$ cat src/rtl/disp_scan_ctrl.sv
// Display slot scanner: walks slots 0..4 with a programmable dwell per slot.
// Optional inter-slot blanking gap enabled by defining SCAN_BLANK_EN.
module disp_scan_ctrl #(
    parameter int unsigned DWELL = 1000,
    parameter int unsigned BLANK = 16,
    parameter int unsigned CW    = 16
) (
    input  logic       clk,
    input  logic       rst_n,
    input  logic       enable,
    input  logic       hold,
    output logic [3:0] adress,
    output logic [4:0] digit_en,
    output logic [2:0] slot,
    output logic       frame_start
);

    typedef enum logic [1:0] {
        S_IDLE,
        S_SHOW,
        S_BLANK
    } state_t;

    localparam logic [CW-1:0] DWELL_LAST = CW'(DWELL - 1);
`ifdef SCAN_BLANK_EN
    localparam logic [CW-1:0] BLANK_LAST = CW'(BLANK - 1);
`endif

    if (DWELL < 1 || BLANK < 1 ||
        ((DWELL - 1) >> CW) != 0 ||
        ((BLANK - 1) >> CW) != 0) begin : g_bad_cfg
        $error("disp_scan_ctrl: DWELL/BLANK out of range");
    end

    state_t        state_q, state_d;
    logic [2:0]    slot_q, slot_d;
    logic [CW-1:0] cnt_q, cnt_d;
    logic [3:0]    adress_q, adress_d;
    logic [4:0]    digit_en_q, digit_en_d;
    logic          frame_start_q, frame_start_d;

    function automatic logic [2:0] next_slot(input logic [2:0] s);
        return (s >= 3'd4) ? 3'd0 : s + 3'd1;
    endfunction

    function automatic logic [3:0] encode(input logic [2:0] s);
        logic [3:0] a;
        a = 4'b0000;
        case (s)
            3'd1:    a = 4'b0001;
            3'd2:    a = 4'b0010;
            3'd3:    a = 4'b0100;
            3'd4:    a = 4'b1000;
            default: a = 4'b0000;
        endcase
        return a;
    endfunction

    always_comb begin
        state_d       = state_q;
        slot_d        = slot_q;
        cnt_d         = cnt_q;
        frame_start_d = 1'b0;
        if (!enable) begin
            state_d = S_IDLE;
            slot_d  = 3'd0;
            cnt_d   = '0;
        end else begin
            unique case (state_q)
                S_IDLE: begin
                    state_d       = S_SHOW;
                    slot_d        = 3'd0;
                    cnt_d         = '0;
                    frame_start_d = 1'b1;
                end
                S_SHOW: begin
                    if (!hold) begin
                        if (cnt_q == DWELL_LAST) begin
                            cnt_d  = '0;
                            slot_d = next_slot(slot_q);
`ifdef SCAN_BLANK_EN
                            state_d = S_BLANK;
`else
                            frame_start_d = (slot_d == 3'd0);
`endif
                        end else begin
                            cnt_d = cnt_q + 1'b1;
                        end
                    end
                end
                S_BLANK: begin
`ifdef SCAN_BLANK_EN
                    // slot already points at the upcoming digit
                    if (cnt_q == BLANK_LAST) begin
                        state_d       = S_SHOW;
                        cnt_d         = '0;
                        frame_start_d = (slot_q == 3'd0);
                    end else begin
                        cnt_d = cnt_q + 1'b1;
                    end
`else
                    state_d = S_SHOW;
                    cnt_d   = '0;
`endif
                end
                default: begin
                    state_d = S_IDLE;
                    slot_d  = 3'd0;
                    cnt_d   = '0;
                end
            endcase
        end

        adress_d   = (state_d == S_IDLE) ? 4'b0000 : encode(slot_d);
        digit_en_d = (state_d == S_SHOW) ? (5'd1 << slot_d) : 5'd0;
    end

    always_ff @(posedge clk or negedge rst_n) begin
        if (!rst_n) begin
            state_q       <= S_IDLE;
            slot_q        <= 3'd0;
            cnt_q         <= '0;
            adress_q      <= 4'b0000;
            digit_en_q    <= 5'b00000;
            frame_start_q <= 1'b0;
        end else begin
            state_q       <= state_d;
            slot_q        <= slot_d;
            cnt_q         <= cnt_d;
            adress_q      <= adress_d;
            digit_en_q    <= digit_en_d;
            frame_start_q <= frame_start_d;
        end
    end

    assign adress      = adress_q;
    assign digit_en    = digit_en_q;
    assign slot        = slot_q;
    assign frame_start = frame_start_q;

endmodule

$ cat config.mk
export PLATFORM = sky130hd
export DESIGN_NAME = disp_scan_ctrl
export DESIGN_NICKNAME = d
export VERILOG_FILES = /design/src/rtl/disp_scan_ctrl.sv
export SDC_FILE = /design/constraint.sdc
export NUM_CORES = 1
export LEC_CHECK = 0
export ABC_AREA = 1
export BUFFER_PORTS_ARGS = -buffer_cell sky130_fd_sc_hd__buf_2
export CAP_MARGIN = 20
export CORE_UTILIZATION = 35
export DETAILED_ROUTE_END_ITERATION = 7
export GPL_TIMING_DRIVEN = 0
export HOLD_SLACK_MARGIN = 0.03
export PLACE_DENSITY = 0.5
export SETUP_SLACK_MARGIN = 0.05
export SLEW_MARGIN = 30
export SYNTH_ARGS = -nofsm -noshare
export SYNTH_HDL_FRONTEND = slang
export SYNTH_SLANG_ARGS = --single-unit
$ cat constraint.sdc
create_clock -name clk -period 1.6 [get_ports clk]
set_input_delay 0.08 -clock clk [delete_from_list [all_inputs] [get_ports clk]]
set_output_delay 0.08 -clock clk [all_outputs]
set_load 0.005 [all_outputs]
# Word-level counts from Yosys, hierarchy flattened
# Index checks and enable logic that the tools add are counted.
dict set report totals {
  register_bits 31
  in_bits 4
  output_inout_bits 13
}
dict set report op_classes {
  addsub 2
  n_lt_le_gt_ge 1
  n_eq_ne 9
  shift 1
  mux 18
  n_reduce_logical 4
}
# operator count
set op_table {}
lappend op_table {{16-bit two-way mux} 4}
lappend op_table {{16-bit by 1-bit adder with 16-bit output, second input constant} 1}
lappend op_table {{16-bit by 10-bit == test with 1-bit output, second input constant} 1}
lappend op_table {{4-bit one-hot mux with 4 select lines} 1}
lappend op_table {{3-bit two-way mux} 4}
lappend op_table {{3-bit by 2-bit == test with 1-bit output, second input constant} 2}
lappend op_table {{3-bit one-hot mux with 2 select lines} 1}
lappend op_table {{5-bit two-way mux} 1}
lappend op_table {{1-bit by 3-bit << shifter with 5-bit output, first input constant} 1}
lappend op_table {{2-bit by 1-bit == test with 1-bit output, second input constant} 2}
lappend op_table {{2-bit zero test} 2}
lappend op_table {{4-bit two-way mux} 1}
lappend op_table {{2-bit one-hot mux with 2 select lines} 1}
lappend op_table {{3-bit by 1-bit adder with 3-bit output, second input constant} 1}
lappend op_table {{3-bit by 1-bit == test with 1-bit output, second input constant} 1}
lappend op_table {{3-bit == test, second input constant} 1}
lappend op_table {{3-bit greater-or-equal comparator, second input constant} 1}
lappend op_table {{3-bit zero test} 1}
lappend op_table {{1-bit two-way mux} 3}
lappend op_table {{3-bit inequality test, second input constant} 1}
lappend op_table {{2-bit == test, second input constant} 1}
lappend op_table {{2-bit two-way mux} 1}
lappend op_table {{1-bit one-hot mux with 2 select lines} 1}
lappend op_table {{2-bit OR reduction} 1}

# Longest topological paths before layout
dict set report logic_depth {
  depth_word 9
  ltp_mapped 12
  mapped_depth_nobuf 12
}

# Least setup slack after synthesis
# OpenSTA, ideal clock, no wires.
dict set report synth_timing {
  path_kind {reg2reg}
  start {register state_q[1]}
  end {register cnt_q[14]}
  setup_time_ns 0.117
  t_arrival_ns 1.507
  t_required_ns 1.483
  path_slack_ns -0.024
  path_stages_with_launch 12
  n_path_buf 0
  period_less_slack_ns 1.624
  path_cell_list {dfrtp_1 inv_1 ha_1 nand2_2 nor2_4 inv_2 nand2_1 nor2_1 nand2_1 nor3_1 o21ai_1 inv_1}
}
dict set report synth_via {
  elab_chain_len 3
}
# item line
set synth_lines {}
lappend synth_lines {{from (decl)} 35} ;# state_t state_q, state_d;
lappend synth_lines {{from (signal assigned)} 127} ;# state_q <= state_d;
lappend synth_lines {{2-bit by 1-bit == test with 1-bit output *} 69} ;# unique case (state_q)
lappend synth_lines {{16-bit two-way mux} 69}
lappend synth_lines {{16-bit two-way mux} 64} ;# if (!enable) begin
lappend synth_lines {{to (signal assigned)} 129} ;# cnt_q <= cnt_d;
lappend synth_lines {{to (decl)} 37} ;# logic [CW-1:0] cnt_q, cnt_d;
# Every way passes the cells marked *; elsewhere a longest branch is shown, timed or not.
# A chain may end at the register's enable or synchronous reset.

# Worst setup path after layout
dict set report layout_timing {
  start {register cnt_q[1]}
  end {register adress_q[2] (netlist: adress[2])}
}
dict set report layout_via {
  elab_chain_len 8
}
# item line
set layout_lines {}
lappend layout_lines {{16-bit by 10-bit == test with 1-bit output *} 78} ;# if (cnt_q == DWELL_LAST) begin
lappend layout_lines {{3-bit two-way mux *} 78}
lappend layout_lines {{3-bit two-way mux *} 77} ;# if (!hold) begin
lappend layout_lines {{3-bit one-hot mux with 2 select lines *} 69}
lappend layout_lines {{3-bit two-way mux *} 64}
lappend layout_lines {{3-bit == test (tied with other cells)} 49} ;# case (s)
lappend layout_lines {{4-bit one-hot mux with 4 select lines *} 49}
lappend layout_lines {{4-bit two-way mux *} 114} ;# adress_d = (state_d == S_IDLE) ? 4'b0000 : encode(slot_d);
lappend layout_lines {{named net adress_d[2]} 38} ;# logic [3:0] adress_q, adress_d;
lappend layout_lines {{to (signal assigned)} 130} ;# adress_q <= adress_d;
lappend layout_lines {{to (decl)} 38}
# Mark *: on every way through the listed nets, which the timed path passes. The rest lies on a longest branch.

==> impl_metrics.tcl <==
set metrics [dict create \
    status "finished with violations" \
    violations "negative setup slack" \
    cts-root-buf "clkbuf_8" \
    yosys-mux-area-fraction_pct 0.591 \
    path_clk_slew_ns 0.07 \
    grt_overflow 0 \
    p_per_area_mw_per_mm2 770 \
    maxCapViolations 0 \
    grt_pass1_vias 1447 \
    synth_xor_area_share_pct 1.55 \
    total_power_mw 1.71 \
    fp.coreArea_mm2 0.00450 \
    numClockSinks 31 \
    nNetsFinal 246 \
    layout-drive-gt1-share_pct 39.4 \
    fin_worst_skew_ns 0.00397 \
    row_count 24 \
    holdWs_ns 0.0884 \
    grt_pass1_wl_um 6640 \
    post-place-ws_ns -0.191 \
    drv_slew 0 \
    synth-edff-count 0 \
    final-setup-viol-count 11 \
    period_minus_slack_ns 1.65 \
    crit_slowest_cell "dfrtp_1" \
    cts_tree "done" \
    required_ns 1.77 \
    dpl.hpwl_um 2630 \
    post_dp_cell_area_mm2 0.00186 \
    via_per_inst 4.93 \
    post-route-util_pct 49.4 \
    drt-initial-drc-count 73 \
    synth_cell_types 30 \
    leakage_nw 1.09 \
    cp-start-kind "flop" \
    path_buf_inv 2 \
    final_antenna_net_count 0 \
    slew_headroom_pct 51.9 \
    drc_errors 0 \
    wire_per_inst_um 13.5 \
    insertion_delay_ns 0.28 \
    syn2layout_area_growth_pct 31.5 \
    cts_max_path_buffers 2 \
    yosysTopAreaCell "dfrtp_1" \
    synth_area_leaders "dfrtp_1 46%, nand2_1 8.9%, inv_1 6.0%" \
    numCtsBuffers 5 \
    cp.arrival_ns 1.82 \
    fin_setup_tns_ns -0.333 \
    synth_top_family_by_area "simple AND/OR/NAND/NOR gates" \
    synthArstFlopShare_pct 100 \
    layoutNonFillerInstCount 288 \
    crit_chain "ha_2, nand2_2, inv_4, nand2_4, nor2_4, nand4_1, nand3_2, nand2_2, buf_4, nand3_2, nor2_2" \
    synthTopCellsByCount "40 x nand2_1, 31 x dfrtp_1, 27 x inv_1" \
    end_kind "flop" \
    synthAdderAreaFrac_pct 5.17 \
    routed_wl_um 3880 \
    grt_max_degree 32 \
    ios 17 \
    yosysWarnings 0 \
    synthesis.nets 209 \
    synth_compound_area_share_pct 8.80 \
    die_area_mm2 0.00512 \
    synth.most_common_cell "nand2_1" \
    synthesis.area_mm2 0.00169 \
    fmax_ghz 0.606 \
    min_period_over_period_pct 103 \
    die-width_um 71.5 \
    worstHoldPathType "in -> reg" \
    r2r_slack_ns -0.05 \
    initial_core_util_pct 37.6 \
    ys_seq_area_share_pct 45.8 \
    synth_top_area_share_pct 45.8 \
    dp.cells 266 \
    syn_avg_cell_area_um2 8.55 \
    htreeDepth 2 \
    worst_pin_slew_ns 0.722 \
    vias 1419 \
    die_height_um 71.5 \
    ys.flop_type "dfrtp_1" \
    antenna_found_initial 0 \
    ir_drop_mv 0.446 \
    portBuffers 16 \
    gr-usage-all-layers_pct 17.1 \
    hold_viol 0 \
    num_antenna_cells 0 \
    ys_ff_latch 31 \
    crit_family "simple AND/OR/NAND/NOR gates" \
    crit_path_max_incr_delay_ns 0.35 \
    synthSimpleGateAreaFrac_pct 31.0 \
    gp_congestion 0.814 \
    worst_slack_ns -0.0496 \
    crit_type "reg -> reg" \
    drtPass1Iterations 4 \
    crit_fanout 5 \
    grt_setup_unrepaired "yes" \
    synthCells 198 \
    design_area_mm2 0.00223 \
]
## tightest hold or removal path, cell delays in order
cell and delay (ns):
buf_2 0.13, inv_1 0.07, nor2_1 0.05
## repair_timing
item	4_1_cts	5_1_grt
pin swaps	8	17
buffers inserted	8	6
hold buffers	1	0
gates resized for setup	17	23
endpoints found under the setup margin	25	27
endpoints found under the hold margin	31	0
## registers in the layout (all words and copies together), names as in the netlist
register,flops
slot,3
cnt_q,16
adress,4
state_q,2
digit_en,5
frame_start,1
## cell type report
| type | count | area, µm² |
|---|---|---|
| fillers | 425 | 2280 |
| multi-input cells | 135 | 947 |
| flip-flops and latches | 31 | 776 |
| repair buffers | 30 | 195 |
| inverters | 32 | 125 |
| clock buffers | 6 | 82.6 |
| well taps | 52 | 65.1 |
| clock inverters | 2 | 35.0 |
## per-layer routing
layer	global-route usage (%)	wire, µm	vias up
li1	-	-	706
met1	19.8	1640	674
met2	30.9	1990	30
met3	3.94	164	9
met4	5.88	82	0
met5	0	0	-
## cells in the final DEF (no fill, tap or decap), types with 4 or more instances in the layout
master,synthesis,final
a21oi_1,7,7
buf_2,0,16
buf_4,0,11
clkbuf_8,0,6
dfrtp_1,31,31
ha_1,7,5
inv_1,27,24
inv_2,4,6
nand2_1,40,33
nand2_2,6,10
nand2_4,1,4
nand3_1,8,7
nand3_2,5,5
nand4_1,4,4
nor2_1,24,16
nor2_2,1,8
nor2_4,3,4
o21ai_1,3,4
## final timing paths
kind                            from          to  cells past startpoint
max                         cnt_q[1]   adress[2]                     11
min                           enable  state_q[0]                      3
max reg2reg                 cnt_q[1]   adress[2]                     11
min reg2reg                cnt_q[15]   cnt_q[15]                      2
max in group asynchronous      rst_n     slot[1]                      2
min in group asynchronous      rst_n    cnt_q[9]                      2
## logic make-up after synthesis
kind of cell	after synthesis
compound gates	22
xor+xnor	3
fa+ha+maj	7
buf+inv	32
flops	31
mux	1
simple gates	102
## power by group
group          total [mW]  internal (mW)  switching, mW
sequential          0.792          0.789        0.00319
combinational       0.113         0.0384         0.0745
clock               0.808          0.504          0.304
total                1.71           1.33          0.382
Note: power is estimated with default switching activity, not from simulation.
